**src/rtl/gcd_arbiter.sv**
```systemverilog
// Round-robin arbiter that shares one gcd_core between N_REQ requesters.
// Optional watchdog: define GCD_ARB_TIMEOUT_EN to abort operations stuck waiting on core_done.
module gcd_arbiter #(
  parameter int unsigned N_REQ          = 4,
  parameter int unsigned WIDTH          = 8,
  parameter int unsigned TIMEOUT_CYCLES = 255
) (
  input  logic                   clock,
  input  logic                   reset,
  input  logic [N_REQ-1:0]       req,
  input  logic [N_REQ*WIDTH-1:0] req_x,
  input  logic [N_REQ*WIDTH-1:0] req_y,
  output logic [N_REQ-1:0]       resp_valid,
  output logic [WIDTH-1:0]       resp_result,
  output logic                   resp_error,
  output logic                   busy,
  output logic                   core_load,
  output logic [WIDTH-1:0]       core_data,
  input  logic                   core_done,
  input  logic [WIDTH-1:0]       core_result
);

  localparam int unsigned IW = $clog2(N_REQ);
  localparam int unsigned CW = $clog2(TIMEOUT_CYCLES + 1);

  typedef enum logic [2:0] {
    IDLE, LOAD, SEND_X, SEND_Y, WAIT_LOW, WAIT_DONE, RESPOND
  } state_t;

  state_t           state, state_next;
  logic [IW-1:0]    rr_ptr, idx_q, grant_idx;
  logic             grant_any;
  logic [WIDTH-1:0] x_q, y_q;
  logic             timeout_hit;

  // First set request at or above rr_ptr, wrapping back to 0.
  always_comb begin
    int unsigned j;
    j         = 0;
    grant_any = 1'b0;
    grant_idx = '0;
    for (int unsigned i = 0; i < N_REQ; i++) begin
      j = 32'(rr_ptr) + i;
      if (j >= N_REQ) j = j - N_REQ;
      if (!grant_any && req[j]) begin
        grant_any = 1'b1;
        grant_idx = IW'(j);
      end
    end
  end

`ifdef GCD_ARB_TIMEOUT_EN
  localparam logic [CW-1:0] TO_MAX = CW'(TIMEOUT_CYCLES);
  logic [CW-1:0] to_cnt;
  logic          err_q;

  always_ff @(posedge clock) begin
    if (reset) begin
      to_cnt <= '0;
      err_q  <= 1'b0;
    end else begin
      if (state == SEND_Y)
        to_cnt <= '0;
      else if (state == WAIT_LOW || state == WAIT_DONE)
        to_cnt <= to_cnt + 1'b1;
      if (timeout_hit)
        err_q <= 1'b1;
      else if (state == IDLE)
        err_q <= 1'b0;
    end
  end

  assign timeout_hit = (state == WAIT_LOW || state == WAIT_DONE) && (to_cnt == TO_MAX);
  assign resp_error  = err_q && (state == RESPOND);
`else
  logic [CW-1:0] timeout_unused;
  assign timeout_unused = '0;
  assign timeout_hit    = 1'b0;
  assign resp_error     = 1'b0;
`endif

  always_ff @(posedge clock) begin
    if (reset) state <= IDLE;
    else       state <= state_next;
  end

  always_comb begin
    state_next = state;
    case (state)
      IDLE:      if (grant_any) state_next = LOAD;
      LOAD:      state_next = SEND_X;
      SEND_X:    state_next = SEND_Y;
      SEND_Y:    state_next = WAIT_LOW;
      WAIT_LOW:  if (!core_done) state_next = WAIT_DONE;
      WAIT_DONE: if (core_done) state_next = RESPOND;
      RESPOND:   state_next = IDLE;
      default:   state_next = IDLE;
    endcase
    if (timeout_hit) state_next = RESPOND;
  end

  always_ff @(posedge clock) begin
    if (reset) begin
      rr_ptr      <= '0;
      idx_q       <= '0;
      x_q         <= '0;
      y_q         <= '0;
      resp_result <= '0;
    end else begin
      if (state == IDLE && grant_any) begin
        idx_q <= grant_idx;
        x_q   <= req_x[grant_idx*WIDTH +: WIDTH];
        y_q   <= req_y[grant_idx*WIDTH +: WIDTH];
      end
      if (timeout_hit)
        resp_result <= '0;
      else if (state == WAIT_DONE && core_done)
        resp_result <= core_result;
      if (state == RESPOND)
        rr_ptr <= (idx_q == IW'(N_REQ - 1)) ? '0 : idx_q + 1'b1;
    end
  end

  always_comb begin
    busy       = (state != IDLE);
    core_load  = (state == LOAD);
    core_data  = '0;
    resp_valid = '0;
    case (state)
      SEND_X:  core_data = x_q;
      SEND_Y:  core_data = y_q;
      RESPOND: resp_valid[idx_q] = 1'b1;
      default: core_data = '0;
    endcase
  end

endmodule

```
**config.mk**
```make
export PLATFORM = sky130hd
export DESIGN_NAME = gcd_arbiter
export DESIGN_NICKNAME = d
export VERILOG_FILES = /design/src/rtl/gcd_arbiter.sv
export SDC_FILE = /design/constraint.sdc
export NUM_CORES = 1
export LEC_CHECK = 0
export BUFFER_PORTS_ARGS = -buffer_cell sky130_fd_sc_hd__buf_2
export CORE_MARGIN = 2
export CORE_UTILIZATION = 45
export CTS_CLUSTER_SIZE = 30
export DETAILED_ROUTE_END_ITERATION = 12
export GPL_TIMING_DRIVEN = 0
export PLACE_DENSITY_LB_ADDON = 0.3
export SLEW_MARGIN = 20
export SYNTH_ARGS = -nofsm -noshare
export SYNTH_HDL_FRONTEND = slang
export SYNTH_SLANG_ARGS = --single-unit
```
**constraint.sdc**
```tcl
create_clock -name clock -period 1.7 [get_ports clock]
set_clock_uncertainty 0.1 [all_clocks]
set_input_delay 0.17 -clock clock [delete_from_list [all_inputs] [get_ports clock]]
set_output_delay 0.17 -clock clock [all_outputs]
set_load 0.05 [all_outputs]
```
Yosys cells after proc, flatten, opt, wreduce, memory -nomap -nowiden:

Index checks and enable logic that the tools add are counted.
W data, S select, Z words.

* bits in registers: 31
* input bits: 79
* output and inout bits: 23
* logic and storage cells: 77

* add/subtract/negate cells: 8
* magnitude comparators: 10
* equal/unequal tests: 10
* shifts and indexed selects: 2
* muxes and demuxes: 29
* reduce and logical (&&, ||, !) cells: 12

Operators by type and width (number)
* $lt A32 B3 Y1 const B: 4
* $mux W32: 4
* $shiftx A32 B6 Y8: 2
* $pmux W3 S6: 1
* $pmux W8 S2: 1
* $sub A3 B3 Y4 const B: 3
* $mux W2: 5
* $eq A3 B3 Y1 const B: 3
* $ge A3 B3 Y1 const B: 3
* $mux W1: 9
* $mux W3: 3
* $bmux W1 S2: 4
* $add A2 B2 Y3 const B: 2
* $eq A3 B2 Y1 const B: 2
* $logic_and A1 B1 Y1: 6
* $ne A2 B2 Y1 const B: 3
* $mux W4: 1
* $sub A2 B3 Y4 const B: 1
* $add A2 B1 Y3 const B: 1
* $eq A3 B1 Y1 const B: 1
* $ge A2 B3 Y1 const B: 1
* $logic_not A1 Y1: 3
* $logic_not A3 Y1: 1
* $lt A2 B3 Y1 const B: 1
* 6 further kinds: 6

Logic depth before layout (Yosys ltp):

Gate-level depths: netlist (run 1).

* depth in word-level cells: 16
* mapped depth: 8
* depth with buffers taken out: 5

Worst setup path before layout (run 1):

Ideal clock, no wire load.

* path kind: register to output
* start point: reg state[0]
* end point: out core_data[0]
* arrival time: 1.422 ns
* data required time: 1.430 ns
* slack: 0.008 ns
* cell stages (with the launch flop): 4
* path buffers: 1
* cell sequence: dfxtp_1 buf_2 mux2i_1 nor2_1

* word-level cells in the longest chain between the ends: 2

Ends and longest elaborated chain
* from (decl): RTL line 30 `state_t state, state_next;`
* from (signal assigned): RTL line 84 `else state <= state_next;`
* $eq A3 B2 Y1: RTL line 129 `case (state)`
* $pmux W8 S2 (*): RTL line 129
* to (decl): RTL line 18 `output logic [WIDTH-1:0] core_data,`

Every way passes the cells marked *; elsewhere a longest branch is shown, timed or not.

Worst setup path in the final report (run 1):

* start point: reg state[1]
* end point: out resp_valid[3]

* word-level cells in the longest chain between the ends: 2

Ends and longest elaborated chain
* $eq A3 B3 Y1: RTL line 129
* $mux W4: RTL line 129
* to (decl): RTL line 13 `output logic [N_REQ-1:0] resp_valid,`

No other way between the ends.

==> results of run 1 <==
[kinds of logic after synthesis]
group / after synthesis / share of synthesized area [%]
buf+inv: 22 / 7.778
other cells: 1 / 0.1976
fa+ha+maj: 4 / 2.637
flops: 31 / 32.70
mux: 43 / 22.68
xor+xnor: 1 / 0.4615
simple gates: 70 / 18.39
compound gates: 36 / 15.16
[timing repair]
item,CTS,global route
pin swaps,3,10
gates resized for setup,16,33
endpoints found under the setup margin,26,30
buffers inserted,6,2
cloned,1,3
[Yosys cell counts (all sizes together) (4+ instances only)]
| cell type | count | area share (%) |
|---|---|---|
| a21oi | 16 | 5.4 |
| mux2i | 43 | 23 |
| and2 | 4 | 1.3 |
| nor2 | 19 | 4.2 |
| o221ai | 16 | 7.7 |
| clkbuf | 5 | 1.5 |
| buf | 11 | 5.1 |
| inv | 6 | 1.2 |
| ha | 4 | 2.6 |
| nand2b | 4 | 1.7 |
| dfxtp | 31 | 33 |
| nand2 | 34 | 7.3 |
[worst reg2reg max path, stage by stage (launching register included)]
cell and delay, ps:
dfxtp_2 320, inv_1 60, a22o_1 220, a221oi_4 290
nand2b_4 250, buf_4 150, o221ai_1 110
[stage by stage]
step	cell area [um^2]	std cells	hold slack, ps
2_1_floorplan	1898	208	204.5
3_3_place_gp	2456	357	312.8
3_5_place_dp	2456	357	318.0
4_1_cts	2621	367	27.65
5_1_grt	2836	372	34.80
6_report	2836	372	24.16
[routing by layer]
metal	vias up	track usage, %	part of all wire, %
met5	-	0	0
met4	0	6.863	0.93
met3	7	4.708	6.6
met2	82	40.50	51
met1	861	24.85	41
li1	961	-	-
[area by class of cell]
| class | instances | share of cell area [%] |
|---|---|---|
| Multi-Input combinational cell | 155 | 41.77 |
| Timing Repair Buffer | 111 | 25.50 |
| Sequential cell | 31 | 22.10 |
| Clock buffer | 6 | 2.558 |
| Tap cell | 50 | 2.206 |
| Inverter | 6 | 0.7940 |
| Buffer | 13 | 5.073 |
[registers in the layout (all words and copies together) (netlist names)]
name / flops
idx_q: 2
resp_result: 8
rr_ptr: 2
state: 3
x_q: 8
y_q: 8
[power by group]
part,internal [W],leakage (nW),switching [W]
Sequential,0.000813,0.255,0.0000517
Clock,0.000272,0.0371,0.000258
Combinational,0.000400,0.985,0.000452
[path summary, 6_finish.rpt]
path / start / cells after the start / endpoint
worst max register to register: rr_ptr[0] / 6 / y_q[4]
worst min-delay path: core_result[3] / 3 / resp_result[3]
worst max-delay path: state[1] / 4 / resp_valid[3]
worst min register to register: resp_result[0] / 2 / resp_result[0]
==> results.md, run 1 <==
Outcome:
- The flow ran to the end, and the final reports show no timing, DRC or antenna violations.

Layout:
- The combined flip-flop and latch cell area is 626.9 um^2.
- The number of inserted filler cells in the final layout is 332.
- In the final layout, the multi-input gates occupy 0.001185 mm^2.
- The library cells used most frequently in the layout, excluding fill and tap cells, are 87 x buf_2, 37 x mux2i_1, 32 x nand2_1.
- The core occupancy in the finished layout is 70.40%.
- Relative to the synthesized area, the layout overhead comes to 49.44%.
- Of the cells placed in the final design, the portion with a size suffix greater than 1 is 47.52%.
- The total inserted antenna cells is 0.
- The post-layout net count is 406.
- The most common library cell in the layout ignoring fill and taps is buf_2.

STA:
- The share of the cycle needed by the critical path after routing is 96.62%.
- The minimum period implied by the final worst setup slack is 1642 ps.
- The hold violation total from the final report is 0.
- Setup repair after global routing could not meet its margin everywhere.
- The post-route setup TNS is 0 ps.
- Setup violations remaining at the end of the flow were counted as 0.
- The maximum operating frequency is 608.8 MHz.
- After layout, the worst setup slack is 57.50 ps.
- The number of pins with negative max-slew slack in the final report is 0.

CTS:
- Buffers inserted during clock tree synthesis total 5.
- The longest clock path from root to sink contains 2 buffers.
- TritonCTS built the clock tree.
- The H-tree depth is 2.
- The worst-skew pair later-pin latency is 280 ps.
- The number of clock sinks is 31.
- The total of hold buffers inserted after clock tree synthesis is 0.
- The root buffer cell is clkbuf_8.
- The clock transition time at the flip-flop clock pins of the worst setup and hold paths is 60 ps.

Worst setup path:
- Along the worst path, the maximum fanout reaches 8.
- The critical path goes through clkbuf_4 > and3b_2 > and2_1 > buf_4.
- On the worst path, the slowest cell contributes a delay of 310 ps.
- The arrival time reported for the critical path endpoint is 1370 ps.
- Among all stages on the critical path, the largest delay is contributed by dfxtp_1.
- The capturing element type of the critical path is an output pin.
- STA classifies the critical path startpoint as a register.
- The number of buffer and inverter instances along the worst setup path is 2.
- The critical path is of the register to output pin type.
- The cell family with the largest share of critical-path delay is buffers and inverters.
- Setup slack on the worst reg-to-reg path comes out at 60 ps.
- The required time of the worst setup path is 1430 ps.

Die:
- The die covers 0.004753 mm^2.
- The standard-cell row count is 23.
- In this run the standard cell core region covers 0.004029 mm^2.
- From left edge to right edge, the die measures 68.95 um.
- The overall die height is 68.95 um.
- 102 I/O pins were placed.
- The initial utilization of the core area, before any placement, comes to 47.11%.

Placed design:
- The wire-length estimate of the detail-placed layout is 3670 um.
- At the placement stage, the worst setup path has a slack of -110.2 ps.
- Buffers placed on the I/O ports in this run total 99.
- The congestion estimate from routability-driven global placement came to 0.8580.

Power and ir drop:
- The sum of internal, switching and leakage power is 0.002246 W.
- The highest ir drop seen on vdd is 0.5300 mV.
- Dividing total power by cell area gives a power density of 791.8 mW/mm^2.
- In this run the static leakage power is 1.278 nW.

Global routing:
- The initial antenna violation count is 0.
- The first-pass GRT wire length is 7590 um.
- The via count of the first global-routing pass is 1,714.
- For this run the aggregate overflow at the end of global routing stands at 0.
- Global routing used 21.89% of the available tracks.
- The pin count of the biggest net entering global routing is 11.

Logic synthesis:
- The average size of a mapped cell is 9.125 um^2.
- The number of library cell types mapped by synthesis is 36.
- The number of nets in the synthesized netlist is 291.
- Yosys mapped a number of flops with a built-in enable equal to 0.
- The total of flip-flops plus latches after synthesis is 31.
- The sequential cell area fraction in the yosys report is 32.70%.
- The synthesis warning total is 0.
- The number of instances in the synthesized netlist is 208.
- The fraction of registers with async set or reset after synthesis is 0%.
- Among all flip-flop cells after synthesis, the most frequent one is dfxtp_1.
- Summing every instance area after synthesis gives 0.001898 mm^2.

Drt:
- The count of nets left with antenna violations once routing finished came out at 0.
- The total DRC errors in the routed layout is 0.
- The total iterations of the first detailed-routing run is 4.
- The final route contains 1,911 vias.
- In the final routed layout, each cell accounts on average for 14.43 um.
- The total length of routed wires is 5367 um.
- The first routing iteration left 80 violations.
- Dividing the detail-routed via count by the number of cells gives 5.137.

Job:
- Max-cap violations in this run came to 0.

Worst hold path:
- The worst hold path belongs to the class primary input to register.
Power figures use the tool's default switching activity.
==> run 2: changes to the inputs <==
--- a/config.mk
+++ b/config.mk
@@ -7,7 +7,7 @@
 export LEC_CHECK = 0
 export BUFFER_PORTS_ARGS = -buffer_cell sky130_fd_sc_hd__buf_2
 export CORE_MARGIN = 2
-export CORE_UTILIZATION = 45
+export CORE_UTILIZATION = 43
 export CTS_CLUSTER_SIZE = 30
 export DETAILED_ROUTE_END_ITERATION = 12
 export GPL_TIMING_DRIVEN = 0
==> results.md, run 2 (same netlist as run 1, synthesis figures left out) <==
CTS:
- The worst-skew pair later-pin latency came to 280 ps (about the same).
- The maximum buffer depth of the clock tree is 2 (unchanged).
- The H-tree depth is 2 (unchanged).
- The number of buffers added by the clock tree synthesis step was 5 (unchanged).
- The clock transition time at the flip-flop clock pins of the worst setup and hold paths was 70 ps (about the same).
- The root buffer cell is clkbuf_8.
- The number of clock sinks was 31 (unchanged).
- TritonCTS built the clock tree.
- The total of hold buffers inserted after clock tree synthesis is 0 (unchanged).

Global routing:
- The global routing usage on met1 is 25.51% (+0.66 points).
- In this run the most used layer during global routing was met2.
- The global-route congestion overflow total is 0 (unchanged).
- The via count of the first global-routing pass is 1,827 (+6.6%).
- The first-pass GRT wire length was 8245 um (+8.6%).
- The overall track demand over capacity in global routing is 21.56% (-0.33 points).
- The global-route met2 utilization is 36.58% (-3.9 points).
- The initial antenna violation count is 0 (unchanged).
- The fraction of met3 tracks used by global routing came to 5.339% (+0.63 points).
- The pin count of the biggest net entering global routing came to 11 (unchanged).

Placed design:
- The global placement routability congestion was 0.7491 (-13%).
- The post-detailed-placement cell area is 0.002459 mm^2 (+0.10%).
- The number of cells after detailed placement is 359 (+0.56%).
- The number of buffers added on ports is 99 (unchanged).
- The final HPWL from detailed placement is 3715 um (+1.2%).

STA:
- The maximum operating frequency is 591.2 MHz (-2.9%).
- The final worst hold slack is 19.38 ps (-4.787 ps).
- The hold violation total from the final report came to 0 (unchanged).
- The post-route setup TNS is 0 ps (unchanged).
- The minimum period implied by the final worst setup slack is 1691 ps (+48.96 ps).
- The share of the cycle needed by the critical path after routing is 99.50% (+2.9 points).
- The number of pins with negative max-slew slack in the final report is 0 (unchanged).
- Setup repair after global routing could not meet its margin everywhere.
- The total setup violations reported at the end of the flow is 0 (unchanged).

Power and ir drop:
- The proportion of power drawn by flip-flops and latches is 35.2% (-3.3 points).
- The highest ir drop seen on vdd is 0.4384 mV (-17%).
- The share of total power in combinational logic is 38.7% (+0.8 points).
- The share of power burned in the clock network came to 26.1% (+2.5 points).
- The sum of internal, switching and leakage power is 0.002465 W (+9.7%).
- The leakage power came to 1.336 nW (+4.6%).
- The switching share of power came to 33.03% (-0.85 points).
- The ratio of total power to cell area is 822.9 mW/mm^2 (+3.9%).
- The total internal power is 0.001651 W (+11%).
- The switching power is 0.0008142 W (+7.0%).

Layout:
- Leaving out fill and tap cells, the most frequent cells in the layout are 86 x buf_2, 34 x mux2i_1, 32 x nand2_1.
- The largest registers in the layout are resp_result x8, x_q x8, y_q x8.
- The total inserted antenna cells was 0 (unchanged).
- The library cell used most frequently in the layout, excluding fill and tap cells, is buf_2.
- The post-layout net count was 413 (+1.7%).
- The layout overhead on the synthesized area is 57.81%.
- The share of cells above drive strength 1 is 53.47% (+6.0 points).
- The post-layout instance area is 0.002995 mm^2 (+5.6%).
- The non-filler instance count after layout was 383 (+3.0%).

Worst setup path:
- The worst-case reg-to-reg path depth is 7 (+1).
- The setup path with the least slack is of type register to register.
- The arrival time reported for the critical path endpoint is 1750 ps (+380 ps).
- STA classifies the critical path endpoint as a register.
- The required time of the worst setup path is 1760 ps (+330 ps).
- The maximum cell stage delay along the critical path is 320 ps (about the same).
- The highest net fanout along the worst path is 5 (-3).
- Walking the worst path, the cells encountered are or2b_1 > a21oi_2 > a21oi_4 > buf_4 > clkbuf_16 > mux2i_1 > o221ai_2.
- STA classifies the critical path startpoint as a register.
- The highest-delay cell along the critical path is dfxtp_2.

Die:
- The effective utilization at floorplan is 44.20% (-2.9 points).
- The overall die height is 70.44 um (+2.2%).
- The die outline area is 0.004962 mm^2 (+4.4%).
- The standard-cell row count came to 24 (+4.3%).
- The area of the placeable core came to 0.004294 mm^2 (+6.6%).
- The top-level port count is 102 (unchanged).
- The die outline width was 70.44 um (+2.2%).

Drt:
- The detail-routed via count per cell was 5.078 (-1.1%).
- The post-route antenna net violation count is 0 (unchanged).
- The total iterations of the first detailed-routing run came to 4 (unchanged).
- The total length of routed wires is 5434 um (+1.2%).
- The total DRC errors in the routed layout is 0 (unchanged).
- The initial DRC count was 86 (+7.5%).
- The number of vias after detailed routing is 1,945 (+1.8%).
- The average routed wire per standard cell is 14.19 um (-1.7%).

Job:
- The number of maximum-capacitance constraint violations is 0 (unchanged).

Outcome:
- The flow ran to the end, and the final reports show no timing, DRC or antenna violations.

Worst hold path:
- The hold-critical path depth is 3 (unchanged).
- The worst hold path belongs to the class primary input to register.
-- run 2: final timing paths --
kind | from | end | slack, ps
worst max-delay path | rr_ptr[0] | x_q[2] | 9
worst min-delay path | core_result[6] | resp_result[6] | 20
worst max register to register | rr_ptr[0] | x_q[2] | 9
worst min register to register | resp_result[1] | resp_result[1] | 350
-- run 2: routing by layer --
| metal | up-vias | wire (um) |
|---|---|---|
| met2 | 92 | 2745 |
| met1 | 873 | 2218 |
| met3 | 6 | 385 |
| li1 | 974 | - |
| met5 | - | 0 |
| met4 | 0 | 85 |
-- run 2: layout make-up --
type,instances,area [um^2]
buffer,13,147.6
fill,328,1299
inverter,6,22.52
multi-input combinational,155,1276
tap,52,65.06
sequential,31,624.3
timing repair buffer,118,759.5
clock buffer,8,100.1
-- run 2: per-stage QoR --
step	utilization, %	setup slack, ps
finish	69.76	8.544
global route	69.76	-35.71
CTS	62.91	1.176
floorplan	-	8.140
global placement	57.26	-45.22
detailed placement	57.26	-79.20
-- run 2: timing repair --
item / 4_1_cts / 5_1_grt
setup buffers: 7 / 10
gates resized for setup: 18 / 53
pin swaps: 4 / 9
setup endpoints to repair: 25 / 37
endpoints found under the hold margin: 0 / 0
cloned: 2 / 1
-- run 2: power groups by stage --
stage | registers (W) | logic [W] | clock network [W]
floorplan | 0.000870 | 0.000511 | 0
global placement | 0.000876 | 0.000700 | 0
detailed placement | 0.000879 | 0.000711 | 0
CTS | 0.000864 | 0.000804 | 0.000652
global route | 0.000878 | 0.00103 | 0.000692
finish | 0.000867 | 0.000954 | 0.000644
-- run 2: critical path, delay by kind of cell, from the launching register on --
family / cells / cell delay (ps)
AO/OA/AOI/OAI: 3 / 370
flip-flops: 1 / 320
buffers and inverters: 2 / 320
AND/OR/NAND/NOR: 1 / 260
multiplexers: 1 / 190
==> run 3: changes to the inputs <==
--- a/config.mk
+++ b/config.mk
@@ -7,10 +7,12 @@
 export LEC_CHECK = 0
 export BUFFER_PORTS_ARGS = -buffer_cell sky130_fd_sc_hd__buf_2
 export CORE_MARGIN = 2
-export CORE_UTILIZATION = 43
+export CORE_UTILIZATION = 30
 export CTS_CLUSTER_SIZE = 30
 export DETAILED_ROUTE_END_ITERATION = 12
+export GPL_ROUTABILITY_DRIVEN = 0
 export GPL_TIMING_DRIVEN = 0
+export HOLD_SLACK_MARGIN = 0.05
 export PLACE_DENSITY_LB_ADDON = 0.3
 export SLEW_MARGIN = 20
 export SYNTH_ARGS = -nofsm -noshare
==> results.md, run 3 (same netlist as run 1, synthesis figures left out) <==
Layout:
- The total inserted antenna cells is 0 (unchanged).
- In the layout the commonest cells are 87 x buf_2, 36 x mux2i_1, 32 x nand2_1.
- The largest registers in the layout are resp_result x8, x_q x8, y_q x8.
- The most common library cell in the layout ignoring fill and taps is buf_2.
- The layout overhead on the synthesized area is 60.71%.
- The non-filler instance count after layout is 411 (+7.3%).
- The post-layout net count is 418 (+1.2%).
- The share of cells above drive strength 1 is 48.51% (-5.0 points).

Placed design:
- The post-place setup slack is -146.2 ps (-66.98 ps).
- The number of cells after detailed placement was 382 (+6.4%).
- The final HPWL from detailed placement came to 3954 um (+6.4%).
- The number of buffers added on ports is 99 (unchanged).

CTS:
- The clock transition time at the flip-flop clock pins of the worst setup and hold paths is 60 ps (about the same).
- The H-tree depth came to 2 (unchanged).
- The root buffer cell is clkbuf_8.
- The worst-skew pair later-pin latency was 270 ps (about the same).
- The maximum buffer depth of the clock tree is 2 (unchanged).
- The CTS tree is yes.
- The number of clock sinks is 31 (unchanged).
- The number of buffers added by the clock tree synthesis step came to 5 (unchanged).

Worst setup path:
- The most critical setup path has its startpoint at state[1].
- The capturing element type of the critical path is a register.
- The critical path is of the register to register type.
- The required time of the worst setup path is 1800 ps (+40 ps).
- The arrival time reported for the critical path endpoint is 1770 ps (+20 ps).
- The highest net fanout along the worst path is 7 (+2).
- In this run the critical register-to-register path is launched from state[1].
- The kind of start point of the critical path is a register.

Power and ir drop:
- The ratio of total power to cell area was 797.9 mW/mm^2 (-3.0%).
- The proportion of power drawn by flip-flops and latches was 35.8% (+0.6 points).
- The total internal power is 0.001659 W (+0.51%).
- The switching share of power is 31.84% (-1.2 points).
- The highest ir drop seen on vdd is 0.4074 mV (-7.1%).
- The share of power burned in the clock network was 25.9% (-0.2 points).
- The leakage power came to 1.360 nW (+1.8%).
- The switching power came to 0.0007749 W (-4.8%).
- The share of total power in combinational logic is 38.3% (-0.4 points).

Outcome:
- The run finished with clean final reports.

STA:
- The share of the cycle needed by the critical path after routing is 97.97% (-1.5 points).
- The maximum operating frequency is 600.4 MHz (+1.6%).
- The post-route setup TNS was 0 ps (unchanged).
- The hold violation total from the final report came to 0 (unchanged).
- The total setup violations reported at the end of the flow is 0 (unchanged).
- The number of pins with negative max-slew slack in the final report is 0 (unchanged).
- The minimum period implied by the final worst setup slack is 1666 ps (-25.89 ps).
- The post-route worst setup slack was 34.44 ps (+25.89 ps).
- Setup repair after global routing could not meet its margin everywhere.

Drt:
- The post-route antenna net violation count is 0 (unchanged).
- The total DRC errors in the routed layout is 0 (unchanged).
- The detail-routed via count per cell is 4.674 (-8.0%).
- The initial DRC count came to 61 (-29%).
- The average routed wire per standard cell was 13.20 um (-7.0%).
- The number of vias after detailed routing is 1,921 (-1.2%).
- The total length of routed wires is 5425 um (-0.17%).
- The total iterations of the first detailed-routing run was 4 (unchanged).

Job:
- The number of maximum-capacitance constraint violations was 0 (unchanged).

Die:
- The overall die height was 83.54 um (+19%).
- The top-level port count is 102 (unchanged).
- The die outline area is 0.006979 mm^2 (+41%).
- The standard-cell row count was 28 (+17%).
- The effective utilization at floorplan is 31.50% (-13 points).
- The area of the placeable core is 0.006026 mm^2 (+40%).
- The die outline width came to 83.54 um (+19%).

Worst hold path:
- The worst hold path belongs to the class primary input to register.
- The worst hold path begins at req_x[7].

Global routing:
- The first-pass GRT wire length is 8521 um (+3.3%).
- The global-route congestion overflow total was 0 (unchanged).
- The initial antenna violation count is 0 (unchanged).
- The overall track demand over capacity in global routing came to 15.14% (-6.4 points).
- The pin count of the biggest net entering global routing came to 11 (unchanged).
- The via count of the first global-routing pass came to 1,918 (+5.0%).
run 3: worst max-delay path, stage by stage (launching register included):
cell       delay, ps
dfxtp_1          310
buf_6            130
nor3_4           250
nand2_4           90
nor2_4           210
nand2b_4         100
bufbuf_16        280
o221ai_1         130
run 3: worst paths after layout:
kind,end,slack [ps],cells past startpoint
setup / recovery,x_q[5],30,7
hold / removal,x_q[7],90,3
setup reg to reg,x_q[5],30,7
hold reg to reg,resp_result[2],350,2
run 3: timing repair:
action	CTS	global route
hold buffers	9	0
gates cloned	1	2
pin swaps	3	9
endpoints found under the setup margin	27	37
resized for setup	15	39
setup buffers	7	7
hold endpoints to repair	9	0
run 3: cell type report:
| cell class | count | area [um^2] |
|---|---|---|
| clock buffer | 8 | 100.1 |
| sequential | 31 | 625.6 |
| buffer | 11 | 141.4 |
| fill | 596 | 2975 |
| timing repair buffer | 125 | 832.0 |
| inverter | 6 | 22.52 |
| tap | 75 | 93.84 |
| multi-input combinational | 155 | 1235 |
run 3: metal layers:
| metal | GRT usage (%) | wire (um) | share of wire, % |
|---|---|---|---|
| met3 | 4.550 | 420 | 7.7 |
| met2 | 26.10 | 2633 | 49 |
| met5 | 0 | 0 | 0 |
| met4 | 4.692 | 50 | 0.92 |
| met1 | 18.06 | 2321 | 43 |
run 3: power groups by stage:
stage	combinational, W	clock, W	sequential, W
after floorplan	0.000511	0	0.000870
after global placement	0.000708	0	0.000875
after detailed placement	0.000718	0	0.000878
after CTS	0.000806	0.000654	0.000862
after global routing	0.00101	0.000684	0.000881
final	0.000932	0.000630	0.000872
run 3: stage by stage:
step | util (%) | power (W) | hold WS [ps] | cell area, um^2
after global routing | 50.62 | 0.002576 | 109.0 | 3050
after floorplan | - | 0.001382 | 204.5 | 1898
final | 50.62 | 0.002434 | 93.08 | 3050
after detailed placement | 41.28 | 0.001595 | 321.3 | 2487
after CTS | 46.20 | 0.002321 | 90.07 | 2784
after global placement | 41.28 | 0.001583 | 315.8 | 2487
